===== config.mk =====
export PLATFORM = sky130hd
export DESIGN_NAME = lmsm_sequencer_flat
export DESIGN_NICKNAME = d
export VERILOG_FILES = /design/src/rtl/lmsm_sequencer_if.sv /design/src/rtl/lmsm_sequencer.sv /design/src/flat_wrapper.sv
export SDC_FILE = /design/constraint.sdc
export NUM_CORES = 1
export LEC_CHECK = 0
export ABC_AREA = 1
export CAP_MARGIN = 20
export CORE_UTILIZATION = 53
export CTS_CLUSTER_SIZE = 12
export DETAILED_ROUTE_END_ITERATION = 10
export DONT_BUFFER_PORTS = 1
export PLACE_DENSITY = 0.68
export SETUP_SLACK_MARGIN = 0.15
export SLEW_MARGIN = 20
export SYNTH_ARGS = -nofsm -noshare
export SYNTH_HDL_FRONTEND = slang
export SYNTH_SLANG_ARGS = --single-unit
export TNS_END_PERCENT = 5

===== constraint.sdc =====
create_clock -name clk -period 3.6 [get_ports clk]
set_input_delay 0.54 -clock clk [delete_from_list [all_inputs] [get_ports clk]]
set_output_delay 0.54 -clock clk [all_outputs]
set_load 0.01 [all_outputs]

===== src/rtl/lmsm_sequencer_if.sv =====
// Request/transfer bundle between the LM/SM block-transfer sequencer and its
// requester, register file and memory port.
interface lmsm_sequencer_if #(
    parameter int ADDR_W = 16
);
    logic              start;
    logic              is_store;
    logic [7:0]        reg_list;
    logic [ADDR_W-1:0] base_addr;
    logic              stall;
    logic              busy;
    logic [2:0]        reg_idx;
    logic [ADDR_W-1:0] mem_addr;
    logic              rf_wen;
    logic              mem_wen;
    logic              done;
    logic [3:0]        xfer_count;

    modport master (
        output start, is_store, reg_list, base_addr, stall,
        input  busy, reg_idx, mem_addr, rf_wen, mem_wen, done, xfer_count
    );

    modport slave (
        input  start, is_store, reg_list, base_addr, stall,
        output busy, reg_idx, mem_addr, rf_wen, mem_wen, done, xfer_count
    );
endinterface


===== src/rtl/lmsm_sequencer.sv =====
// Load-multiple / store-multiple sequencer: walks a register bitmap lowest bit
// first, issuing one register-file or memory write per unstalled cycle.
//
// state | meaning
// IDLE  | waiting for start; outputs quiet, xfer_count holds last result
// XFER  | one register per unstalled cycle, lowest pending bit first
// DONE  | one-cycle completion pulse, then back to IDLE
module lmsm_sequencer #(
    parameter int ADDR_W = 16
) (
    input  logic              clk,
    input  logic              proc_rst,
    lmsm_sequencer_if.slave   bus
);
    typedef enum logic [1:0] {IDLE, XFER, DONE} state_t;

    state_t            state;
    logic [7:0]        pending;
    logic [ADDR_W-1:0] addr;
    logic              mode;
    logic [3:0]        count;

    logic [2:0]        low_idx;
    logic [7:0]        low_bit;
    logic [7:0]        pending_next;
    logic              step;

    always_comb begin
        low_idx = '0;
        for (int i = 7; i >= 0; i--) begin
            if (pending[i]) low_idx = 3'(i);
        end
    end

    assign low_bit      = 8'(1) << low_idx;
    assign pending_next = pending & ~low_bit;
    assign step         = (state == XFER) && !bus.stall && !proc_rst;

    always_ff @(posedge clk) begin
        if (proc_rst) begin
            state   <= IDLE;
            pending <= '0;
            addr    <= '0;
            mode    <= 1'b0;
            count   <= '0;
        end else begin
            case (state)
                IDLE: begin
                    if (bus.start) begin
                        pending <= bus.reg_list;
                        addr    <= bus.base_addr;
                        mode    <= bus.is_store;
                        count   <= '0;
                        state   <= (bus.reg_list != 8'h00) ? XFER : DONE;
                    end
                end
                XFER: begin
                    if (!bus.stall) begin
                        pending <= pending_next;
                        addr    <= addr + 1'b1;
                        count   <= count + 4'd1;
                        if (pending_next == 8'h00) state <= DONE;
                    end
                end
                DONE:    state <= IDLE;
                default: state <= IDLE;
            endcase
        end
    end

    // Outputs are forced quiet while reset is asserted so an aborted block
    // cannot leak a final enable in the reset cycle.
    assign bus.busy       = !proc_rst && (state != IDLE);
    assign bus.done       = !proc_rst && (state == DONE);
    assign bus.rf_wen     = step && !mode;
    assign bus.mem_wen    = step && mode;
    assign bus.reg_idx    = (!proc_rst && state == XFER) ? low_idx : 3'd0;
    assign bus.mem_addr   = proc_rst ? '0 : addr;
    assign bus.xfer_count = proc_rst ? 4'd0 : count;
endmodule


===== src/flat_wrapper.sv =====
// flat-port wrapper written by rule: the top's interface ports become plain ports
module lmsm_sequencer_flat 
#(
    parameter int ADDR_W = 16
)
  (clk, proc_rst, bus_start, bus_is_store, bus_reg_list, bus_base_addr, bus_stall, bus_busy, bus_reg_idx, bus_mem_addr, bus_rf_wen, bus_mem_wen, bus_done, bus_xfer_count);
  lmsm_sequencer_if #(.ADDR_W(ADDR_W)) bus_i ();
  input  logic clk;
  input  logic proc_rst;
  input wire logic [$bits(bus_i.start)-1:0] bus_start;
  input wire logic [$bits(bus_i.is_store)-1:0] bus_is_store;
  input wire logic [$bits(bus_i.reg_list)-1:0] bus_reg_list;
  input wire logic [$bits(bus_i.base_addr)-1:0] bus_base_addr;
  input wire logic [$bits(bus_i.stall)-1:0] bus_stall;
  output wire logic [$bits(bus_i.busy)-1:0] bus_busy;
  output wire logic [$bits(bus_i.reg_idx)-1:0] bus_reg_idx;
  output wire logic [$bits(bus_i.mem_addr)-1:0] bus_mem_addr;
  output wire logic [$bits(bus_i.rf_wen)-1:0] bus_rf_wen;
  output wire logic [$bits(bus_i.mem_wen)-1:0] bus_mem_wen;
  output wire logic [$bits(bus_i.done)-1:0] bus_done;
  output wire logic [$bits(bus_i.xfer_count)-1:0] bus_xfer_count;
  assign bus_i.start = bus_start;
  assign bus_i.is_store = bus_is_store;
  assign bus_i.reg_list = bus_reg_list;
  assign bus_i.base_addr = bus_base_addr;
  assign bus_i.stall = bus_stall;
  assign bus_busy = bus_i.busy;
  assign bus_reg_idx = bus_i.reg_idx;
  assign bus_mem_addr = bus_i.mem_addr;
  assign bus_rf_wen = bus_i.rf_wen;
  assign bus_mem_wen = bus_i.mem_wen;
  assign bus_done = bus_i.done;
  assign bus_xfer_count = bus_i.xfer_count;
  lmsm_sequencer #(.ADDR_W(ADDR_W)) u_core (.clk(clk), .proc_rst(proc_rst), .bus(bus_i));
endmodule

==> results of run 1 <==
## through the flow
stage | instances | utilization | hold WS [ps]
after floorplan | 323 | - | 445
after global placement | 357 | 0.576 | 457
after detailed placement | 357 | 0.576 | 461
after CTS | 363 | 0.597 | 321
after global routing | 363 | 0.597 | 310
final | 363 | 0.597 | 340
## path summary, 6_finish.rpt
kind                                 from                             end  slack, ps  cells past startpoint
min reg2reg      u_core.mode$_SDFFE_PP0P_        u_core.mode$_SDFFE_PP0P_        470                      2
max          u_core.state[0]$_SDFFE_PP0P_                  bus_reg_idx[2]        750                      6
max reg2reg  u_core.state[0]$_SDFFE_PP0P_    u_core.addr[12]$_SDFFE_PP0P_       1270                      9
min                              proc_rst  u_core.pending[0]$_SDFFE_PP0P_        340                      1
## report_power, final
part	internal (mW)	leakage (nW)	total, mW	switching (mW)
Combinational	0.258	0.557	0.793	0.535
Clock	0.129	0.0371	0.252	0.123
Sequential	0.479	0.256	0.631	0.152
Total	0.866	0.850	1.68	0.810
## flip-flops by register name, indices dropped and copies added (netlist names)
name and flops:
u_core.pending 8, u_core.count 4, u_core.addr 16, u_core.mode 1, u_core.state 2
## synthesized netlist by cell type (all sizes together), types with 5 or more instances
| library cell | instances | area (µm²) |
|---|---|---|
| nor3 | 5 | 25.0 |
| a21oi | 13 | 65.1 |
| xor2 | 8 | 70.1 |
| o211ai | 6 | 45.0 |
| nand4 | 7 | 50.1 |
| nor2 | 58 | 250 |
| buf | 7 | 51.3 |
| clkbuf | 6 | 22.5 |
| nand2 | 79 | 299 |
| inv | 42 | 158 |
| o21ai | 39 | 199 |
| nand3 | 10 | 60.1 |
| dfxtp | 31 | 621 |
## cells by family after synthesis
| logic type | synth area share |
|---|---|
| DFF | 0.309 |
| adders and majority gates | 0.0125 |
| AOI/OAI and AO/OA | 0.171 |
| buffers and inverters | 0.115 |
| and+or+nand+nor | 0.357 |
| xor gates and xnor gates | 0.0349 |
## layout by cell type (no fill, tap or decap), drive strengths merged
master and instances:
a22oi 1, ha 2, nor2 58, nand3 10
clkbuf 6, xor2 8, nand2 79, dfxtp 31
buf 1, a2bb2oi 1, inv 42, nor4 3
nor3b 1, a31oi 2, and2 1, a21oi 13
o21ai 39, o211ai 6, nand4 7, o22ai 1
nor3 5
## per-layer routing
metal,vias up,part of all wire,track usage
li1,1028,-,-
met1,863,0.49,0.344
met2,40,0.44,0.406
met3,4,0.061,0.0580
met4,0,0.0059,0.0682
met5,-,0,0
## final cells by class
type                       count  area (µm²)
timing repair buffer           1        7.51
clock buffer                   6        72.6
sequential                    31         621
inverter                      42         158
multi-input combinational    237        1160
fill                         360        1400
tap                           46        57.6
## critical path, cell delays in order (launching register included)
cell	delay, ps
dfxtp_1	540
inv_1	150
nor2_2	470
inv_1	340
nor2_1	160
inv_1	70
nor3_1	290
==> results.json, run 1 <==
{
  "worst_slew_pin_slew_ps": 575,
  "gp_congestion": 0.809,
  "postCtsHoldBufs": 0,
  "fin_ws_ps": 754,
  "cts_resized": 0,
  "die_x_um": 63.6,
  "cellLeakagePower_nw": 0.850,
  "antenna_cells": 0,
  "final_nets": 349,
  "num_vias": 1935,
  "drt-total-wl_um": 4780,
  "die_area_um2": 4040,
  "postSynth.asyncResetShare": 0,
  "avgSynthCellArea_um2": 6.22,
  "synth-main-ff-cell": "dfxtp_1",
  "initial_core_util": 0.579,
  "clock_path_buffers": 2,
  "netlist_area_um2": 2010,
  "rsz0062_at_grt": "false",
  "final_area_um2": 2070,
  "numPortBuffers": 0,
  "ys_types": 32,
  "crit_path_end_kind": "output pin",
  "clock.fmax_mhz": 351,
  "finClkSkew_ps": 6.57,
  "power_density_nw_per_um2": 809,
  "period_share": 0.791,
  "finalSetupViolCount": 0,
  "path_max_fanout": 15,
  "worst-setup-path-type": "flop to output pin",
  "drv_slew": 0,
  "postPlaceCellArea_um2": 2000,
  "maxCapViolations": 0,
  "first_pass_iters": 4,
  "ys_ff_latch": 31,
  "core.rowCount": 21,
  "drt_iter0_markers": 87,
  "synth_edf_count": 0,
  "drc": 0,
  "syn2layout_area_growth_pct": 3.18,
  "grt_pass1_wl_um": 8120,
  "final_antenna_net_count": 0,
  "io_pins": 56,
  "cp.required_ps": 3060,
  "pre_cts_slack_ps": 1080,
  "clk_pin_slew_worst_paths_ps": 60,
  "post_cts_buffers": 0,
  "htreeDepth": 2,
  "grt_antenna_before_repair": 0,
  "viasPerCell": 5.33,
  "grt_pass1_vias": 1750,
  "status": "finished, final reports clean",
  "post-route-min-period_ps": 2850,
  "yosysWarnings": 0,
  "synth.net_count": 354,
  "slew-limit-headroom": 0.616,
  "insertion_delay_ps": 280,
  "numCtsBuffers": 5,
  "wire_per_inst_um": 13.2,
  "gr-total-overflow": 0,
  "die_h_um": 63.6,
  "cts-root-buf": "clkbuf_8",
  "final.setup.tns_ps": 0,
  "peakVddDrop_uv": 445,
  "total_power_mw": 1.68,
  "cp-start-kind": "flop",
  "cts_tree": "yes",
  "cts.sinks": 31,
  "cp.arrival_ps": 2310,
  "hpwl_um": 3370,
  "track_usage": 0.255,
  "hold_viol": 0,
  "core-area_um2": 3470,
  "drive_gt1_frac": 0.0599,
  "hp-class": "primary input to flop",
  "ys_seq_area_frac": 0.309,
  "grt_max_degree": 33,
  "netlist_instances": 323
}
Power figures use the tool's default switching activity.
==> inputs of run 2 (changes only) <==
--- a/config.mk
+++ b/config.mk
@@ -11,7 +11,7 @@
 export CTS_CLUSTER_SIZE = 12
 export DETAILED_ROUTE_END_ITERATION = 10
 export DONT_BUFFER_PORTS = 1
-export PLACE_DENSITY = 0.68
+export PLACE_DENSITY = 0.71
 export SETUP_SLACK_MARGIN = 0.15
 export SLEW_MARGIN = 20
 export SYNTH_ARGS = -nofsm -noshare
==> constraint.sdc (replaced) <==
create_clock -name clk -period 2.57 [get_ports clk]
set_input_delay 0.3855 -clock clk [delete_from_list [all_inputs] [get_ports clk]]
set_output_delay 0.3855 -clock clk [all_outputs]
set_load 0.01 [all_outputs]
==> run 2 against run 1 <==
- first-iteration DRC count increased by 34%
- critical endpoint is now bus_rf_wen
- core utilization rose by 1.4 points
- non-clock buffer count is 3 higher
- clock skew fell by 2.9 ps
- via count is 3.5% higher
- critical path depth grew 2
- die area is the same
- largest cell class unchanged
- design area rose by 2.4%
- total power increased by 46%
- sequential share of layout area down 0.71 points
- highest routed layer unchanged
- setup slack got worse by 400 ps
- cell count rose by 1.4%
==> results.json, run 2 (synthesis gave the netlist of run 1 again) <==
{
  "drc": 0,
  "slew-limit-headroom": 0.742,
  "num_vias": 2003,
  "track_usage": 0.258,
  "io_pins": 56,
  "insertion_delay_ps": 280,
  "final_nets": 352,
  "drt_iter0_markers": 117,
  "final_area_um2": 2120,
  "regArea_um2": 621,
  "pre_cts_slack_ps": 555,
  "seqPwrFrac": 0.360,
  "post_cts_buffers": 0,
  "largest_register": "u_core.addr",
  "hold_ws_ps": 186,
  "cp.arrival_ps": 1830,
  "final_common_cell": "nand2_1",
  "core.rowCount": 21,
  "die_area_um2": 4040,
  "peakVddDrop_uv": 623,
  "hold_viol": 0,
  "viasPerCell": 5.44,
  "fin_ws_ps": 356,
  "reg_top3": "u_core.addr (16), u_core.pending (8), u_core.count (4)",
  "cp_slowest_stage_delay_ps": 540,
  "syn2layout_area_growth_pct": 5.67,
  "cp.required_ps": 2180,
  "fill_cells": 378,
  "finClkSkew_ps": 3.65,
  "p_int_mw": 1.30,
  "post-route-min-period_ps": 2210,
  "pwr-share-clk": 0.173,
  "numCtsBuffers": 5,
  "power_density_nw_per_um2": 1150,
  "worst_slew_pin_slew_ps": 386,
  "numPortBuffers": 0,
  "highest_layer": "met4",
  "gr-total-overflow": 0,
  "cellLeakagePower_nw": 0.879,
  "cpMaxStageDelayCell": "dfxtp_1",
  "final_antenna_net_count": 0,
  "hp-class": "primary input to flop",
  "crit_path_end_kind": "output pin",
  "drv_slew": 0,
  "worst-setup-path-type": "flop to output pin",
  "final_cells": 368,
  "first_pass_iters": 4,
  "grt_pass1_vias": 1862,
  "whs_path_depth": 1,
  "mostFrequentLayoutCells": "78 x nand2_1, 51 x nor2_1, 41 x inv_1",
  "status": "finished, final reports clean",
  "die_x_um": 63.6,
  "largest_reg_flops": 16,
  "wire_per_inst_um": 12.9,
  "cts.sinks": 31,
  "period_share": 0.861,
  "combPwrFrac": 0.467,
  "cts_tree": "yes",
  "core-area_um2": 3470,
  "p_switching_mw": 1.14,
  "clock.fmax_mhz": 452,
  "crit_chain": "inv_1, nor2_2, buf_4, nand2_1, nand2_2, inv_1, nand3_1, nor2_1",
  "clock_path_buffers": 2,
  "maxCapViolations": 0,
  "rsz0062_at_grt": "false",
  "htreeDepth": 2,
  "clk_pin_slew_worst_paths_ps": 70,
  "reg2regPathDepth": 10,
  "crit_path_frequent_cell": "inv_1",
  "antenna_cells": 0,
  "initial_core_util": 0.579,
  "final.setup.tns_ps": 0,
  "swShare": 0.468,
  "grt_antenna_before_repair": 0,
  "hpwl_um": 3430,
  "grt_pass1_wl_um": 8220,
  "cp-start-kind": "flop",
  "place_inst": 360,
  "finalSetupViolCount": 0,
  "postPlaceCellArea_um2": 2020,
  "grt_max_degree": 33,
  "drt-total-wl_um": 4740,
  "cts_resized": 0,
  "multi_input_area_um2": 1160,
  "wl_met2_um": 2100,
  "drive_gt1_frac": 0.0745,
  "gp_congestion": 0.825,
  "postCtsHoldBufs": 0,
  "path_max_fanout": 18,
  "m1WireLength_um": 2210,
  "route.met3.wl_um": 350,
  "cts-root-buf": "clkbuf_8",
  "die_h_um": 63.6
}
[run 2: worst paths after layout]
path	from	endpoint	slack [ps]
max	u_core.state[0]$_SDFFE_PP0P_	bus_rf_wen	360
min	proc_rst	u_core.state[1]$_SDFFE_PP0P_	190
max reg2reg	u_core.state[0]$_SDFFE_PP0P_	u_core.addr[12]$_SDFFE_PP0P_	530
min reg2reg	u_core.mode$_SDFFE_PP0P_	u_core.mode$_SDFFE_PP0P_	470
[run 2: critical path, delay by kind of cell (launching register included)]
kind	cells	cell delay, ps
buffers and inverters	3	440
flip-flops	1	540
AND/OR/NAND/NOR	5	580
[run 2: layout make-up]
| type | instances | area share |
|---|---|---|
| clock buffer | 8 | 0.0472 |
| inverter | 42 | 0.0743 |
| multi-input combinational | 237 | 0.545 |
| sequential | 31 | 0.292 |
| tap | 46 | 0.0271 |
| timing repair buffer | 4 | 0.0142 |
[run 2: power groups by stage]
stage               clock (mW)  combinational (mW)  sequential, mW
floorplan                    0                1.00           0.823
global placement             0                1.12           0.885
detailed placement           0                1.14           0.886
CTS                      0.434                1.14           0.876
global route             0.456                1.32           0.911
finish                   0.422                1.14           0.879
[run 2: per-stage QoR]
stage	power [mW]	util
floorplan	1.82	-
global placement	2.01	0.583
detailed placement	2.02	0.583
CTS	2.45	0.612
global route	2.69	0.612
finish	2.44	0.612
[run 2: metal layers]
layer,vias to the layer above,track usage
met5,-,0
met4,0,0.102
met3,9,0.0670
met2,75,0.416
met1,882,0.324
li1,1037,-
==> inputs of run 3 (changes only) <==
--- a/config.mk
+++ b/config.mk
@@ -11,7 +11,7 @@
 export CTS_CLUSTER_SIZE = 12
 export DETAILED_ROUTE_END_ITERATION = 10
 export DONT_BUFFER_PORTS = 1
-export PLACE_DENSITY = 0.71
+export PLACE_DENSITY = 0.7
 export SETUP_SLACK_MARGIN = 0.15
 export SLEW_MARGIN = 20
 export SYNTH_ARGS = -nofsm -noshare
==> run 3 against run 2 <==
- flip-flop and latch count unchanged
- total power decreased by 0.99%
- count of clock-buffer cells in the layout shrank 2
- combinational power barely moved
- clock skew grew 2.9 ps
- first-iteration DRC count shrank 5.1%
- critical path type unchanged
- highest routed layer unchanged
==> results.json, run 3 (synthesis gave the netlist of run 1 again) <==
{
  "status": "finished, final reports clean",
  "reg2regPathDepth": 10,
  "rr_startpoint": "u_core.state[0]$_SDFFE_PP0P_",
  "final_cells": 367,
  "cp.required_ps": 2180,
  "htreeDepth": 2,
  "maxCapViolations": 0,
  "die_area_um2": 4040,
  "hold_viol": 0,
  "drt_iter0_markers": 111,
  "cp-start-kind": "flop",
  "clock_path_buffers": 2,
  "syn2layout_area_growth_pct": 5.11,
  "insertion_delay_ps": 290,
  "wire_per_inst_um": 13.0,
  "worst-setup-path-type": "flop to output pin",
  "hpwl_um": 3440,
  "clk_pin_slew_worst_paths_ps": 70,
  "cellLeakagePower_nw": 0.875,
  "gp_congestion": 0.802,
  "core.rowCount": 21,
  "rrSetupSlack_ps": 660,
  "post-route-min-period_ps": 2060,
  "io_pins": 56,
  "num_vias": 1940,
  "postCtsHoldBufs": 0,
  "path_max_fanout": 17,
  "drv_slew": 0,
  "first_pass_iters": 4,
  "reg_top3": "u_core.addr (16), u_core.pending (8), u_core.count (4)",
  "mostFrequentLayoutCells": "78 x nand2_1, 51 x nor2_1, 41 x inv_1",
  "drive_gt1_frac": 0.0779,
  "pre_cts_slack_ps": 547,
  "grt_pass1_vias": 1772,
  "final_nets": 352,
  "core-area_um2": 3470,
  "period_share": 0.803,
  "final_common_cell": "nand2_1",
  "fill_cells": 349,
  "die_h_um": 63.6,
  "final_antenna_net_count": 0,
  "post_cts_buffers": 0,
  "largest_register": "u_core.addr",
  "numPortBuffers": 0,
  "power_density_nw_per_um2": 1140,
  "cts.sinks": 31,
  "clock.fmax_mhz": 485,
  "r2r_end": "u_core.addr[14]$_SDFFE_PP0P_",
  "rsz0062_at_grt": "false",
  "die_x_um": 63.6,
  "hp-class": "primary input to flop",
  "drt-total-wl_um": 4780,
  "final.setup.tns_ps": 0,
  "cts_tree": "yes",
  "cp.arrival_ps": 1680,
  "cts_resized": 0,
  "startpoint": "u_core.state[0]$_SDFFE_PP0P_",
  "finalSetupViolCount": 0,
  "peakVddDrop_uv": 601,
  "slew-limit-headroom": 0.737,
  "viasPerCell": 5.29,
  "numCtsBuffers": 5,
  "worst_slew_pin_slew_ps": 394,
  "finClkSkew_ps": 6.52,
  "drc": 0,
  "grt_max_degree": 33,
  "track_usage": 0.263,
  "cts-root-buf": "clkbuf_8",
  "cp-endpoint": "bus_rf_wen",
  "fin_ws_ps": 506,
  "initial_core_util": 0.579,
  "antenna_cells": 0,
  "gr-total-overflow": 0,
  "crit_path_end_kind": "output pin",
  "grt_pass1_wl_um": 8270,
  "grt_antenna_before_repair": 0,
  "place_inst": 360,
  "largest_reg_flops": 16
}
## run 3: changes by cell type in the layout (fill, tap and decap cells not counted), sizes merged
cell,change
clkbuf,-2
clkinv,+1
## run 3: metal layers
| layer | GRT usage | up-vias | wire length, µm | part of all wire |
|---|---|---|---|---|
| li1 | - | 1035 | - | - |
| met1 | 0.346 | 848 | 2270 | 0.48 |
| met2 | 0.412 | 53 | 2150 | 0.45 |
| met3 | 0.0779 | 4 | 323 | 0.068 |
| met4 | 0.0767 | 0 | 34 | 0.0071 |
| met5 | 0 | - | 0 | 0 |
## run 3: per-stage QoR
stage	hold slack [ps]	instance area, µm²	power [mW]	util
final	173	2110	2.42	0.609
after global routing	162	2110	2.66	0.609
after CTS	170	2110	2.42	0.608
after detailed placement	466	2020	2.03	0.583
after global placement	457	2020	2.01	0.583
after floorplan	445	2010	1.82	-
## run 3: final cells by class
cell class,instances,area (µm²),area share
Sequential cell,31,622,0.295
Clock inverter,1,5.00,0.00237
Clock buffer,6,82.6,0.0391
Tap cell,46,57.6,0.0273
Timing Repair Buffer,4,30.0,0.0142
Multi-Input combinational cell,237,1160,0.548
Inverter,42,158,0.0747
## run 3: critical path, stage by stage, from the launching register on
cell	delay [ps]
dfxtp_2	430
inv_1	110
nor2_2	130
buf_4	230
nand2_1	90
nand2_2	90
inv_1	60
nand3_1	140
nor2_1	100
## run 3: how the worst min path moves through the flow
stage / from / endpoint / slack, ps / depth (start not counted)
floorplan: u_core.mode$_SDFFE_PP0P_ / u_core.mode$_SDFFE_PP0P_ / 440 / 2
global placement: u_core.mode$_SDFFE_PP0P_ / u_core.mode$_SDFFE_PP0P_ / 460 / 2
detailed placement: u_core.mode$_SDFFE_PP0P_ / u_core.mode$_SDFFE_PP0P_ / 470 / 2
CTS: proc_rst / u_core.pending[0]$_SDFFE_PP0P_ / 170 / 1
global route: proc_rst / u_core.pending[0]$_SDFFE_PP0P_ / 160 / 1
finish: proc_rst / u_core.pending[0]$_SDFFE_PP0P_ / 170 / 1
## run 3: report_power, final
group	internal [mW]	total [mW]	switching [mW]	leakage [nW]
clock network	0.210	0.398	0.188	0.0470
logic	0.383	1.14	0.753	0.572
registers	0.673	0.882	0.210	0.256
total	1.27	2.42	1.15	0.875
